<file path="src/rtl/riscv_multicycle_controller_if.sv">
// Control bus between the multi-cycle controller and its RV32I datapath.
// The master side is the controller; the slave side is the datapath.
interface riscv_multicycle_controller_if #(
  parameter int AluCtrlBits = 4
);
  logic [6:0]             op_i;
  logic [2:0]             funct3_i;
  logic                   funct7b5_i;
  logic [3:0]             onzc_i;
  logic                   mem_ready_i;
  logic                   pc_write_o;
  logic                   ir_write_o;
  logic                   adr_source_o;
  logic                   memory_write_o;
  logic                   reg_write_o;
  logic [1:0]             alu_source_a_o;
  logic [1:0]             alu_source_b_o;
  logic [2:0]             immediate_source_o;
  logic [AluCtrlBits-1:0] alu_control_o;
  logic [1:0]             result_source_o;
  logic [2:0]             result_extend_control_o;
  logic                   illegal_o;
  logic [3:0]             state_o;

  modport master (
    input  op_i, funct3_i, funct7b5_i, onzc_i, mem_ready_i,
    output pc_write_o, ir_write_o, adr_source_o, memory_write_o, reg_write_o,
           alu_source_a_o, alu_source_b_o, immediate_source_o, alu_control_o,
           result_source_o, result_extend_control_o, illegal_o, state_o
  );

  modport slave (
    output op_i, funct3_i, funct7b5_i, onzc_i, mem_ready_i,
    input  pc_write_o, ir_write_o, adr_source_o, memory_write_o, reg_write_o,
           alu_source_a_o, alu_source_b_o, immediate_source_o, alu_control_o,
           result_source_o, result_extend_control_o, illegal_o, state_o
  );
endinterface

</file>
<file path="src/rtl/riscv_multicycle_controller.sv">
// Moore FSM sequencing a shared-ALU, single-memory-port multi-cycle RV32I datapath.
// Outputs are forced to zero while rst_i is high so no enable leaks during reset.
module riscv_multicycle_controller #(
  parameter bit TrapOnIllegal = 1'b1,
  parameter int AluCtrlBits   = 4
) (
  input  logic                          clk_i,
  input  logic                          rst_i,
  riscv_multicycle_controller_if.master bus
);
  typedef enum logic [3:0] {
    S_FETCH = 4'd0, S_DECODE = 4'd1, S_MEMADR = 4'd2, S_MEMREAD = 4'd3,
    S_MEMWB = 4'd4, S_MEMWRITE = 4'd5, S_EXECUTER = 4'd6, S_EXECUTEI = 4'd7,
    S_ALUWB = 4'd8, S_BRANCH = 4'd9, S_JAL = 4'd10, S_JALR = 4'd11,
    S_JALLINK = 4'd12, S_LUI = 4'd13, S_AUIPC = 4'd14, S_TRAP = 4'd15
  } state_t;

  localparam logic [AluCtrlBits-1:0] ALU_ADD  = AluCtrlBits'(0);
  localparam logic [AluCtrlBits-1:0] ALU_SUB  = AluCtrlBits'(1);
  localparam logic [AluCtrlBits-1:0] ALU_AND  = AluCtrlBits'(2);
  localparam logic [AluCtrlBits-1:0] ALU_OR   = AluCtrlBits'(3);
  localparam logic [AluCtrlBits-1:0] ALU_XOR  = AluCtrlBits'(4);
  localparam logic [AluCtrlBits-1:0] ALU_SLT  = AluCtrlBits'(5);
  localparam logic [AluCtrlBits-1:0] ALU_SLTU = AluCtrlBits'(6);
  localparam logic [AluCtrlBits-1:0] ALU_SLL  = AluCtrlBits'(7);
  localparam logic [AluCtrlBits-1:0] ALU_SRL  = AluCtrlBits'(8);
  localparam logic [AluCtrlBits-1:0] ALU_SRA  = AluCtrlBits'(9);
  localparam logic [AluCtrlBits-1:0] ALU_PASSB = AluCtrlBits'(10);

  state_t                 r_state, w_next;
  logic                   r_illegal;
  logic                   w_illegal_op;
  logic                   w_taken;
  logic                   w_pc_write, w_ir_write, w_adr_source, w_memory_write, w_reg_write;
  logic [1:0]             w_src_a, w_src_b, w_result_source;
  logic [2:0]             w_imm_source, w_extend;
  logic [AluCtrlBits-1:0] w_alu_control;

  // funct7b5 selects sub only for R-type; it always selects sra for shifts.
  function automatic logic [AluCtrlBits-1:0] alu_decode(input logic [2:0] f3,
                                                        input logic f7b5,
                                                        input logic is_r);
    case (f3)
      3'b000:  alu_decode = (is_r && f7b5) ? ALU_SUB : ALU_ADD;
      3'b001:  alu_decode = ALU_SLL;
      3'b010:  alu_decode = ALU_SLT;
      3'b011:  alu_decode = ALU_SLTU;
      3'b100:  alu_decode = ALU_XOR;
      3'b101:  alu_decode = f7b5 ? ALU_SRA : ALU_SRL;
      3'b110:  alu_decode = ALU_OR;
      default: alu_decode = ALU_AND;
    endcase
  endfunction

  always_comb begin
    case (bus.op_i)
      7'b0000011, 7'b0100011, 7'b0110011, 7'b0010011, 7'b1100011,
      7'b1101111, 7'b1100111, 7'b0110111, 7'b0010111: w_illegal_op = 1'b0;
      default:                                         w_illegal_op = 1'b1;
    endcase
  end

  // onzc_i = {V, N, Z, C}
  always_comb begin
    case (bus.funct3_i)
      3'b000:  w_taken = bus.onzc_i[1];
      3'b001:  w_taken = !bus.onzc_i[1];
      3'b100:  w_taken = bus.onzc_i[2] ^ bus.onzc_i[3];
      3'b101:  w_taken = !(bus.onzc_i[2] ^ bus.onzc_i[3]);
      3'b110:  w_taken = !bus.onzc_i[0];
      3'b111:  w_taken = bus.onzc_i[0];
      default: w_taken = 1'b0;
    endcase
  end

  always_ff @(posedge clk_i) begin
    if (rst_i) begin
      r_state   <= S_FETCH;
      r_illegal <= 1'b0;
    end else begin
      r_state <= w_next;
      if (r_state == S_DECODE && w_illegal_op) r_illegal <= 1'b1;
    end
  end

  always_comb begin
    w_next          = r_state;
    w_pc_write      = 1'b0;
    w_ir_write      = 1'b0;
    w_adr_source    = 1'b0;
    w_memory_write  = 1'b0;
    w_reg_write     = 1'b0;
    w_src_a         = 2'b00;
    w_src_b         = 2'b00;
    w_imm_source    = 3'b000;
    w_alu_control   = ALU_ADD;
    w_result_source = 2'b00;
    w_extend        = 3'b000;
    case (r_state)
      S_FETCH: begin
        w_src_b         = 2'b10;
        w_result_source = 2'b10;
        w_pc_write      = bus.mem_ready_i;
        w_ir_write      = bus.mem_ready_i;
        if (bus.mem_ready_i) w_next = S_DECODE;
      end
      S_DECODE: begin
        w_src_a      = 2'b01;
        w_src_b      = 2'b01;
        w_imm_source = (bus.op_i == 7'b1101111) ? 3'b011 : 3'b010;
        case (bus.op_i)
          7'b0000011, 7'b0100011: w_next = S_MEMADR;
          7'b0110011:             w_next = S_EXECUTER;
          7'b0010011:             w_next = S_EXECUTEI;
          7'b1100011:             w_next = S_BRANCH;
          7'b1101111:             w_next = S_JAL;
          7'b1100111:             w_next = S_JALR;
          7'b0110111:             w_next = S_LUI;
          7'b0010111:             w_next = S_AUIPC;
          default:                w_next = TrapOnIllegal ? S_TRAP : S_FETCH;
        endcase
      end
      S_MEMADR: begin
        w_src_a      = 2'b10;
        w_src_b      = 2'b01;
        w_imm_source = bus.op_i[5] ? 3'b001 : 3'b000;
        w_next       = bus.op_i[5] ? S_MEMWRITE : S_MEMREAD;
      end
      S_MEMREAD: begin
        w_adr_source = 1'b1;
        if (bus.mem_ready_i) w_next = S_MEMWB;
      end
      S_MEMWRITE: begin
        w_adr_source   = 1'b1;
        w_memory_write = 1'b1;
        if (bus.mem_ready_i) w_next = S_FETCH;
      end
      S_MEMWB: begin
        w_result_source = 2'b01;
        w_reg_write     = 1'b1;
        w_extend        = bus.funct3_i;
        w_next          = S_FETCH;
      end
      S_EXECUTER: begin
        w_src_a       = 2'b10;
        w_alu_control = alu_decode(bus.funct3_i, bus.funct7b5_i, 1'b1);
        w_next        = S_ALUWB;
      end
      S_EXECUTEI: begin
        w_src_a       = 2'b10;
        w_src_b       = 2'b01;
        w_alu_control = alu_decode(bus.funct3_i, bus.funct7b5_i, 1'b0);
        w_next        = S_ALUWB;
      end
      S_ALUWB: begin
        w_reg_write = 1'b1;
        w_next      = S_FETCH;
      end
      S_BRANCH: begin
        w_src_a       = 2'b10;
        w_alu_control = ALU_SUB;
        w_pc_write    = w_taken;
        w_next        = S_FETCH;
      end
      S_JAL: begin
        w_pc_write = 1'b1;
        w_src_a    = 2'b01;
        w_src_b    = 2'b10;
        w_next     = S_ALUWB;
      end
      S_JALR: begin
        w_src_a         = 2'b10;
        w_src_b         = 2'b01;
        w_result_source = 2'b10;
        w_pc_write      = 1'b1;
        w_next          = S_JALLINK;
      end
      S_JALLINK: begin
        w_src_a = 2'b01;
        w_src_b = 2'b10;
        w_next  = S_ALUWB;
      end
      S_LUI: begin
        w_src_b       = 2'b01;
        w_imm_source  = 3'b100;
        w_alu_control = ALU_PASSB;
        w_next        = S_ALUWB;
      end
      S_AUIPC: begin
        w_src_a      = 2'b01;
        w_src_b      = 2'b01;
        w_imm_source = 3'b100;
        w_next       = S_ALUWB;
      end
      default: w_next = S_TRAP;
    endcase
  end

  assign bus.pc_write_o              = !rst_i && w_pc_write;
  assign bus.ir_write_o              = !rst_i && w_ir_write;
  assign bus.adr_source_o            = !rst_i && w_adr_source;
  assign bus.memory_write_o          = !rst_i && w_memory_write;
  assign bus.reg_write_o             = !rst_i && w_reg_write;
  assign bus.alu_source_a_o          = rst_i ? 2'b00 : w_src_a;
  assign bus.alu_source_b_o          = rst_i ? 2'b00 : w_src_b;
  assign bus.immediate_source_o      = rst_i ? 3'b000 : w_imm_source;
  assign bus.alu_control_o           = rst_i ? ALU_ADD : w_alu_control;
  assign bus.result_source_o         = rst_i ? 2'b00 : w_result_source;
  assign bus.result_extend_control_o = rst_i ? 3'b000 : w_extend;
  assign bus.illegal_o               = !rst_i && r_illegal;
  assign bus.state_o                 = rst_i ? 4'd0 : r_state;
endmodule

</file>
<file path="src/flat_wrapper.sv">
// flat-port wrapper written by rule: the top's interface ports become plain ports
module riscv_multicycle_controller_flat 
#(
  parameter bit TrapOnIllegal = 1'b1,
  parameter int AluCtrlBits   = 4
)
  (clk_i, rst_i, bus_op_i, bus_funct3_i, bus_funct7b5_i, bus_onzc_i, bus_mem_ready_i, bus_pc_write_o, bus_ir_write_o, bus_adr_source_o, bus_memory_write_o, bus_reg_write_o, bus_alu_source_a_o, bus_alu_source_b_o, bus_immediate_source_o, bus_alu_control_o, bus_result_source_o, bus_result_extend_control_o, bus_illegal_o, bus_state_o);
  riscv_multicycle_controller_if #(.AluCtrlBits(AluCtrlBits)) bus_i ();
  input  logic clk_i;
  input  logic rst_i;
  input wire logic [$bits(bus_i.op_i)-1:0] bus_op_i;
  input wire logic [$bits(bus_i.funct3_i)-1:0] bus_funct3_i;
  input wire logic [$bits(bus_i.funct7b5_i)-1:0] bus_funct7b5_i;
  input wire logic [$bits(bus_i.onzc_i)-1:0] bus_onzc_i;
  input wire logic [$bits(bus_i.mem_ready_i)-1:0] bus_mem_ready_i;
  output wire logic [$bits(bus_i.pc_write_o)-1:0] bus_pc_write_o;
  output wire logic [$bits(bus_i.ir_write_o)-1:0] bus_ir_write_o;
  output wire logic [$bits(bus_i.adr_source_o)-1:0] bus_adr_source_o;
  output wire logic [$bits(bus_i.memory_write_o)-1:0] bus_memory_write_o;
  output wire logic [$bits(bus_i.reg_write_o)-1:0] bus_reg_write_o;
  output wire logic [$bits(bus_i.alu_source_a_o)-1:0] bus_alu_source_a_o;
  output wire logic [$bits(bus_i.alu_source_b_o)-1:0] bus_alu_source_b_o;
  output wire logic [$bits(bus_i.immediate_source_o)-1:0] bus_immediate_source_o;
  output wire logic [$bits(bus_i.alu_control_o)-1:0] bus_alu_control_o;
  output wire logic [$bits(bus_i.result_source_o)-1:0] bus_result_source_o;
  output wire logic [$bits(bus_i.result_extend_control_o)-1:0] bus_result_extend_control_o;
  output wire logic [$bits(bus_i.illegal_o)-1:0] bus_illegal_o;
  output wire logic [$bits(bus_i.state_o)-1:0] bus_state_o;
  assign bus_i.op_i = bus_op_i;
  assign bus_i.funct3_i = bus_funct3_i;
  assign bus_i.funct7b5_i = bus_funct7b5_i;
  assign bus_i.onzc_i = bus_onzc_i;
  assign bus_i.mem_ready_i = bus_mem_ready_i;
  assign bus_pc_write_o = bus_i.pc_write_o;
  assign bus_ir_write_o = bus_i.ir_write_o;
  assign bus_adr_source_o = bus_i.adr_source_o;
  assign bus_memory_write_o = bus_i.memory_write_o;
  assign bus_reg_write_o = bus_i.reg_write_o;
  assign bus_alu_source_a_o = bus_i.alu_source_a_o;
  assign bus_alu_source_b_o = bus_i.alu_source_b_o;
  assign bus_immediate_source_o = bus_i.immediate_source_o;
  assign bus_alu_control_o = bus_i.alu_control_o;
  assign bus_result_source_o = bus_i.result_source_o;
  assign bus_result_extend_control_o = bus_i.result_extend_control_o;
  assign bus_illegal_o = bus_i.illegal_o;
  assign bus_state_o = bus_i.state_o;
  riscv_multicycle_controller #(.TrapOnIllegal(TrapOnIllegal), .AluCtrlBits(AluCtrlBits)) u_core (.clk_i(clk_i), .rst_i(rst_i), .bus(bus_i));
endmodule
</file>
<file path="config.mk">
export PLATFORM = sky130hd
export DESIGN_NAME = riscv_multicycle_controller_flat
export DESIGN_NICKNAME = d
export VERILOG_FILES = /design/src/rtl/riscv_multicycle_controller_if.sv /design/src/rtl/riscv_multicycle_controller.sv /design/src/flat_wrapper.sv
export SDC_FILE = /design/constraint.sdc
export NUM_CORES = 1
export LEC_CHECK = 0
export ABC_AREA = 0
export CAP_MARGIN = 20
export CORE_ASPECT_RATIO = 0.8
export CORE_MARGIN = 5
export CORE_UTILIZATION = 43
export CTS_BUF_LIST = sky130_fd_sc_hd__clkbuf_2 sky130_fd_sc_hd__clkbuf_4 sky130_fd_sc_hd__clkbuf_8
export CTS_CLUSTER_SIZE = 40
export DETAILED_ROUTE_END_ITERATION = 10
export PLACE_DENSITY = 0.82
export SLEW_MARGIN = 20
export SYNTH_ARGS = -nofsm -noshare
export SYNTH_HDL_FRONTEND = slang
export SYNTH_SLANG_ARGS = --single-unit
</file>
<file path="constraint.sdc">
create_clock -name clk_i -period 2.05 [get_ports clk_i]
set_clock_uncertainty 0.15 [all_clocks]
set_input_delay 0.41 -clock clk_i [delete_from_list [all_inputs] [get_ports clk_i]]
set_output_delay 0.41 -clock clk_i [all_outputs]
set_load 0.05 [all_outputs]
</file>
==> results list, run 1 <==
* Status: did not finish
* Stop stage: clock tree synthesis (4_1_cts)
- Log Error: [ERROR DPL-0038] Utilization greater than 100%, impossible to legalize
* Most area-consuming cells after synthesis: sky130_fd_sc_hd__dfxtp_1 (10%), sky130_fd_sc_hd__nor2_1 (7.5%), sky130_fd_sc_hd__and3_1 (5.7%), sky130_fd_sc_hd__xnor2_1 (4.4%), sky130_fd_sc_hd__a21oi_1 (4.0%)
* Gate count of the mapped netlist: 154
- During placement, the flow inserted port buffers numbering 43.
- Syn. warnings: 0
* Yosys cell types: 45
- I/O pin total: 44
- In this run the biggest area consumer among cell types represents 10.1% of the synthesized area.
- In this run the post-CTS setup repair buffer count came out at 10.
- Avg Cell Area, Syn: 6.46 um2
* Share of synthesized area occupied by flip-flops and latches: 10.1%
- Chip Height: 53.0 um
* # placed instances: 241
* Root buf cell: sky130_fd_sc_hd__clkbuf_4
- Detailed placement ended at an HPWL of 3180 um.
- Horiz. Die Dim: 63.8 um
- Summed over all instances, the cell type with the most area after synthesis is sky130_fd_sc_hd__dfxtp_1.
- At the end of routability-driven placement, the weighted congestion stood at 0.910.
- Number of nets produced by synthesis: 172
- Gates resized during post-CTS repair numbered 68.
- Largest buffer count on any clock path: 2
* Standard-cell row count: 15
- The tree built by TritonCTS fans out to 5 sinks.
- The synthesized design contains 5 register bits.
- Post-synthesis instance area: 995 um2
- The number of hold buffers added after CTS was 0.
- Clock H-tree levels: 1
* Worst slack at placement: -0.585 ns
- For this configuration, the core starts out at a cell density of 45.7%.
- Clock buffers created by TritonCTS: 3
-- cells by family after synthesis --
logic type	synth area share, %
AND/OR/NAND/NOR	43.6
multiplexers	1.01
flip-flops	10.1
XOR/XNOR	9.43
buffers and inverters	10.3
AO/OA/AOI/OAI	25.5
-- metrics by stage --
step	utilization [%]	hold WS, ns	cell area [um2]	TNS, ns
after floorplan	-	0.336	1100	-0.994
after global placement	87.8	0.355	1910	-3.18
after detailed placement	87.8	0.363	1910	-3.93
-- cell usage after synthesis --
cell and instances:
sky130_fd_sc_hd__xor2_1 3, sky130_fd_sc_hd__buf_4 2, sky130_fd_sc_hd__or3b_1 1, sky130_fd_sc_hd__inv_2 1
sky130_fd_sc_hd__a21o_1 1, sky130_fd_sc_hd__nand3b_1 2, sky130_fd_sc_hd__dfxtp_1 5, sky130_fd_sc_hd__clkbuf_1 8
sky130_fd_sc_hd__a22oi_1 3, sky130_fd_sc_hd__o21ai_0 7, sky130_fd_sc_hd__or4b_1 1, sky130_fd_sc_hd__o41ai_1 2
sky130_fd_sc_hd__and4b_1 2, sky130_fd_sc_hd__a21oi_1 8, sky130_fd_sc_hd__o2bb2ai_1 1, sky130_fd_sc_hd__a41oi_1 1
sky130_fd_sc_hd__nor2b_1 5, sky130_fd_sc_hd__o21ai_1 3, sky130_fd_sc_hd__o21a_1 1, sky130_fd_sc_hd__and2_1 1
sky130_fd_sc_hd__a31oi_1 2, sky130_fd_sc_hd__xor3_1 1, sky130_fd_sc_hd__a211oi_1 2, sky130_fd_sc_hd__a31o_1 1
sky130_fd_sc_hd__nor4_1 3, sky130_fd_sc_hd__a311oi_1 4, sky130_fd_sc_hd__nor3b_1 1, sky130_fd_sc_hd__nand3_1 6
sky130_fd_sc_hd__nand2b_1 5, sky130_fd_sc_hd__xnor2_1 5, sky130_fd_sc_hd__nand2_1 8, sky130_fd_sc_hd__buf_2 4
sky130_fd_sc_hd__buf_6 1, sky130_fd_sc_hd__nor2_1 20, sky130_fd_sc_hd__nand4_1 2, sky130_fd_sc_hd__nor2b_4 1
sky130_fd_sc_hd__inv_1 6, sky130_fd_sc_hd__and3_1 9, sky130_fd_sc_hd__mux2i_1 1, sky130_fd_sc_hd__or3_1 1
sky130_fd_sc_hd__nor4b_1 1, sky130_fd_sc_hd__o21bai_2 1, sky130_fd_sc_hd__or2_2 2, sky130_fd_sc_hd__o2111ai_1 1
sky130_fd_sc_hd__nor3_1 8
==> run 2, diff against run 1 <==
Settings changed: CORE_AREA set to 5 5 66 68, CORE_ASPECT_RATIO 0.8 to unset, CORE_MARGIN 5 to unset, CORE_UTILIZATION 43 to unset, CTS_BUF_LIST sky130_fd_sc_hd__clkbuf_2 sky130_fd_sc_hd__clkbuf_4 sky130_fd_sc_hd__clkbuf_8 to unset, CTS_CLUSTER_SIZE 40 to unset, DIE_AREA set to 0 0 71 73, PLACE_DENSITY 0.82 to unset, PLACE_DENSITY_LB_ADDON set to 0.15.
==> results list, run 2 <==
- Summed over all layers, the global routing overflow is 0.
- Max reg flops: 4
- Top flop regs: u_core.r_state: 4 flops, u_core.r_illegal: 1 flops
- By area the synthesized netlist is led by sky130_fd_sc_hd__dfxtp_1 (10%), sky130_fd_sc_hd__nor2_1 (7.5%), sky130_fd_sc_hd__and3_1 (5.7%), sky130_fd_sc_hd__xnor2_1 (4.4%), sky130_fd_sc_hd__a21oi_1 (4.0%).
- Setup violations remaining at the end of the flow were counted as 5.
- The initial core utilization is 26.2% (-20 points).
* CTS sink count: 5 (unchanged)
- The number of rows created at floorplan was 23 (+8).
- Post-route DRC: 0
* Clock transition at the registers of the reported paths: 0.04 ns
- TritonCTS built the clock tree.
* Routed vias: 1454
* Power per Cell Area: 1300 nW/um2
* CP max FO: 7
- The initial antenna violation count was 0.
- Most common library cell in the layout ignoring fill and taps: sky130_fd_sc_hd__buf_4
- Fraction of power consumed by the clock network: 6.1%
- Yosys top cell by area: sky130_fd_sc_hd__dfxtp_1
- The detailed router finished its first iteration with 75 violations.
- Reg2Reg Capture Point: u_core.r_state[2]
- Summed over all cells, the static leakage comes to 0.989 nW.
- Source-to-sink clock delay at the later pin of the worst-skew pair: 0.22 ns
- The cell area after technology mapping was 995 um2 (unchanged).
- The number of instances in the synthesized netlist is 154 (unchanged).
- Via count of the first global-routing pass: 1378
* Global-route track usage on met3: 1.38%
* Routing usage on met1: 17.1%
- Summed over all failing endpoints, the final setup total negative slack is -0.477 ns.
* Net switching share of the total power: 46.6%
* Combinational share of power: 87.3%
- The final critical path takes up 113% of the cycle.
- Top reg by flops: u_core.r_state
* Largest incremental delay on the critical path: 0.54 ns
* Wire length of the first global-routing pass: 6080 um
- The worst setup path is captured at an output port.
* Status: complete, but fails checks
* Gp weighted congestion: 0.853 (-6.3%)
- The half-perimeter wire length of the detailed placement result is 3040 um (-4.4%).
* Most utilized layer in the global route result: met2
* Placeable Area: 3800 um2
* Syn. warnings: 0 (unchanged)
- Fmax: 432 MHz
* Clock buffers created by TritonCTS: 3 (unchanged)
* Overall fraction of global-route tracks in use: 13.8%
* Peak supply drop: 0.763 mV
- Utilization of the core after routing: 61.9%
* Violated checks: setup timing
- Counting I/O delays and the setup requirement, the final critical path takes 2.32 ns.
- Critical path, cell by cell: nor2b_4 > nand2_2 > or4b_4 > a311oi_4 > buf_12
- Dividing the detail-routed via count by the number of cells gives 5.07.
- STA classifies the critical path startpoint as a register.
- The count of different cell masters after synthesis came to 45 (unchanged).
- The internal portion of the total power is 1.63 mW.
- Number of antenna repair diodes: 0
* WHS: 0.372 ns
- The y dimension of the die came to 73 um (+38%).
* Switching power: 1.42 mW
- The portion of the post-synthesis area used by sequential elements is 10.1% (unchanged).
* Setup slack, reg-to-reg: 0.23 ns
- Headroom to the max-slew limit came out at 72.0%.
- For this run, the detailed router's first-pass iteration total came to 4.
- Compared with the post-synthesis result, the final layout area differs by 136%.
* Depth of the worst register-to-register path: 7
- Reported max-cap violation count: 0
* Share of the synthesized area in the top cell type: 10.1% (unchanged)
- Setup repair after global routing could not meet its margin everywhere.
- STA puts the critical path data required time at 1.49 ns.
- Overall Power: 3.05 mW
* Number of max-slew violations in the final report: 0
- Leaving out fill and tap cells, the most frequent cells in the layout are sky130_fd_sc_hd__buf_4 (38), sky130_fd_sc_hd__buf_12 (21), sky130_fd_sc_hd__buf_6 (16).
- The startpoint identified for the worst hold timing path is u_core.r_illegal.
- Fraction of layout cells with a size suffix above 1: 55.3%
* Post-synth top flop: sky130_fd_sc_hd__dfxtp_1
- The worst hold path was traced through 2 stages.
* Clock H-tree levels: 1 (unchanged)
* Data arrival at the endpoint of the critical path: 1.76 ns
* Number of buffer cells added on primary ports: 43 (unchanged)
* Endpoint with the worst hold slack: u_core.r_illegal
* Avg Cell Area, Syn: 6.46 um2 (unchanged)
- The maximum buffer depth of the clock tree is 2 (unchanged).
* Most frequent cells after synthesis: sky130_fd_sc_hd__nor2_1 (20), sky130_fd_sc_hd__and3_1 (9)
- Actual slew at the worst max-slew pin: 0.415 ns
- The floorplan step defined a die boundary enclosing 5180 um2.
- Count leader, synth: sky130_fd_sc_hd__nor2_1
- Final setup slack of the worst path: -0.266 ns
- The detail route stage leaves a number of antenna-violating nets equal to 0.
* Setup CP Type: reg2out
- Entering global routing, the biggest net connects 15 pins.
- The share of flip-flops with an asynchronous set or reset is 0% (unchanged).
- Wires add up to 3800 um.
* Part of the power in registers: 6.5%
- Nets@finish: 256
* Number of nets produced by synthesis: 172 (unchanged)
* Number of enable-type register cells in the synthesized netlist: 0 (unchanged)
- Horiz. Die Dim: 71 um (+11%)
* I/O pin total: 44 (unchanged)
- Slowest CP cell: sky130_fd_sc_hd__or4b_4
- In this run the worst hold path is classified as reg2reg.
* Beginning of the worst register-to-register path: u_core.r_state[0]
- The synthesis-stage register bit count was 5 (unchanged).
* Final number of hold-violating endpoints: 0
- For met2 alone, demand over resource in global routing was 25.3%.
* WL/cell: 13.2 um
- CTS placed an instance of sky130_fd_sc_hd__clkbuf_8 at the clock tree root.
==> run 2: repair_timing <==
action | in CTS | in global routing
resized for setup | 42 | 37
hold buffers | 0 | 0
pin swaps | 16 | 15
buffers inserted | 5 | 4
endpoints found under the setup margin | 25 | 22
==> run 2: through the flow <==
stage	area, um2	setup slack (ns)	cells
final	2350	-0.266	287
after global routing	2350	-0.304	287
after CTS	2200	-0.370	283
after detailed placement	2010	-0.593	274
after global placement	2010	-0.586	274
after floorplan	1100	-0.340	154
==> run 2: kinds of logic after synthesis <==
group	synth area share, %
AO/OA/AOI/OAI	25.5
XOR/XNOR	9.43
AND/OR/NAND/NOR	43.6
buffers and inverters	10.3
flip-flops	10.1
multiplexers	1.01
==> run 2: critical path, delay by kind of cell (launching register included) <==
family	cells	cell delay [ns]
flops	1	0.36
buf+inv	1	0.18
simple gates	3	0.72
compound gates	1	0.27
==> run 2: how the worst max path moves through the flow <==
stage | start | endpoint | slack, ns
finish | u_core.r_state[3] | bus_alu_control_o[0] | -0.27
global route | u_core.r_state[3] | bus_alu_control_o[0] | -0.30
CTS | u_core.r_state[0] | bus_alu_control_o[0] | -0.37
detailed placement | bus_funct3_i[2] | bus_alu_control_o[0] | -0.59
global placement | bus_funct3_i[2] | bus_alu_control_o[0] | -0.59
floorplan | bus_funct3_i[2] | bus_alu_control_o[0] | -0.34
==> run 2: area by class of cell <==
class                           count  area, um2
Clock buffer                        4       45.0
Inverter                            7       30.0
Fill cell                         349       1450
Multi-Input combinational cell    127       1030
Sequential cell                     5        110
Tap cell                           50       62.6
Timing Repair Buffer               94       1070
==> run 2: power groups by stage <==
stage | combinational (mW) | sequential [mW] | clock (mW)
finish | 2.67 | 0.199 | 0.188
global route | 2.82 | 0.208 | 0.196
CTS | 2.44 | 0.192 | 0.191
detailed placement | 2.20 | 0.180 | 0
global placement | 2.16 | 0.181 | 0
floorplan | 1.25 | 0.167 | 0
==> run 2: layer usage <==
metal | share of wire [%] | wire, um | up-vias
met5 | 0 | 0 | -
met4 | 1.7 | 66 | 0
met3 | 3.7 | 141 | 8
met2 | 53 | 2010 | 50
met1 | 42 | 1580 | 676
li1 | - | - | 720
No activity file was read; power rests on OpenSTA's default activity.
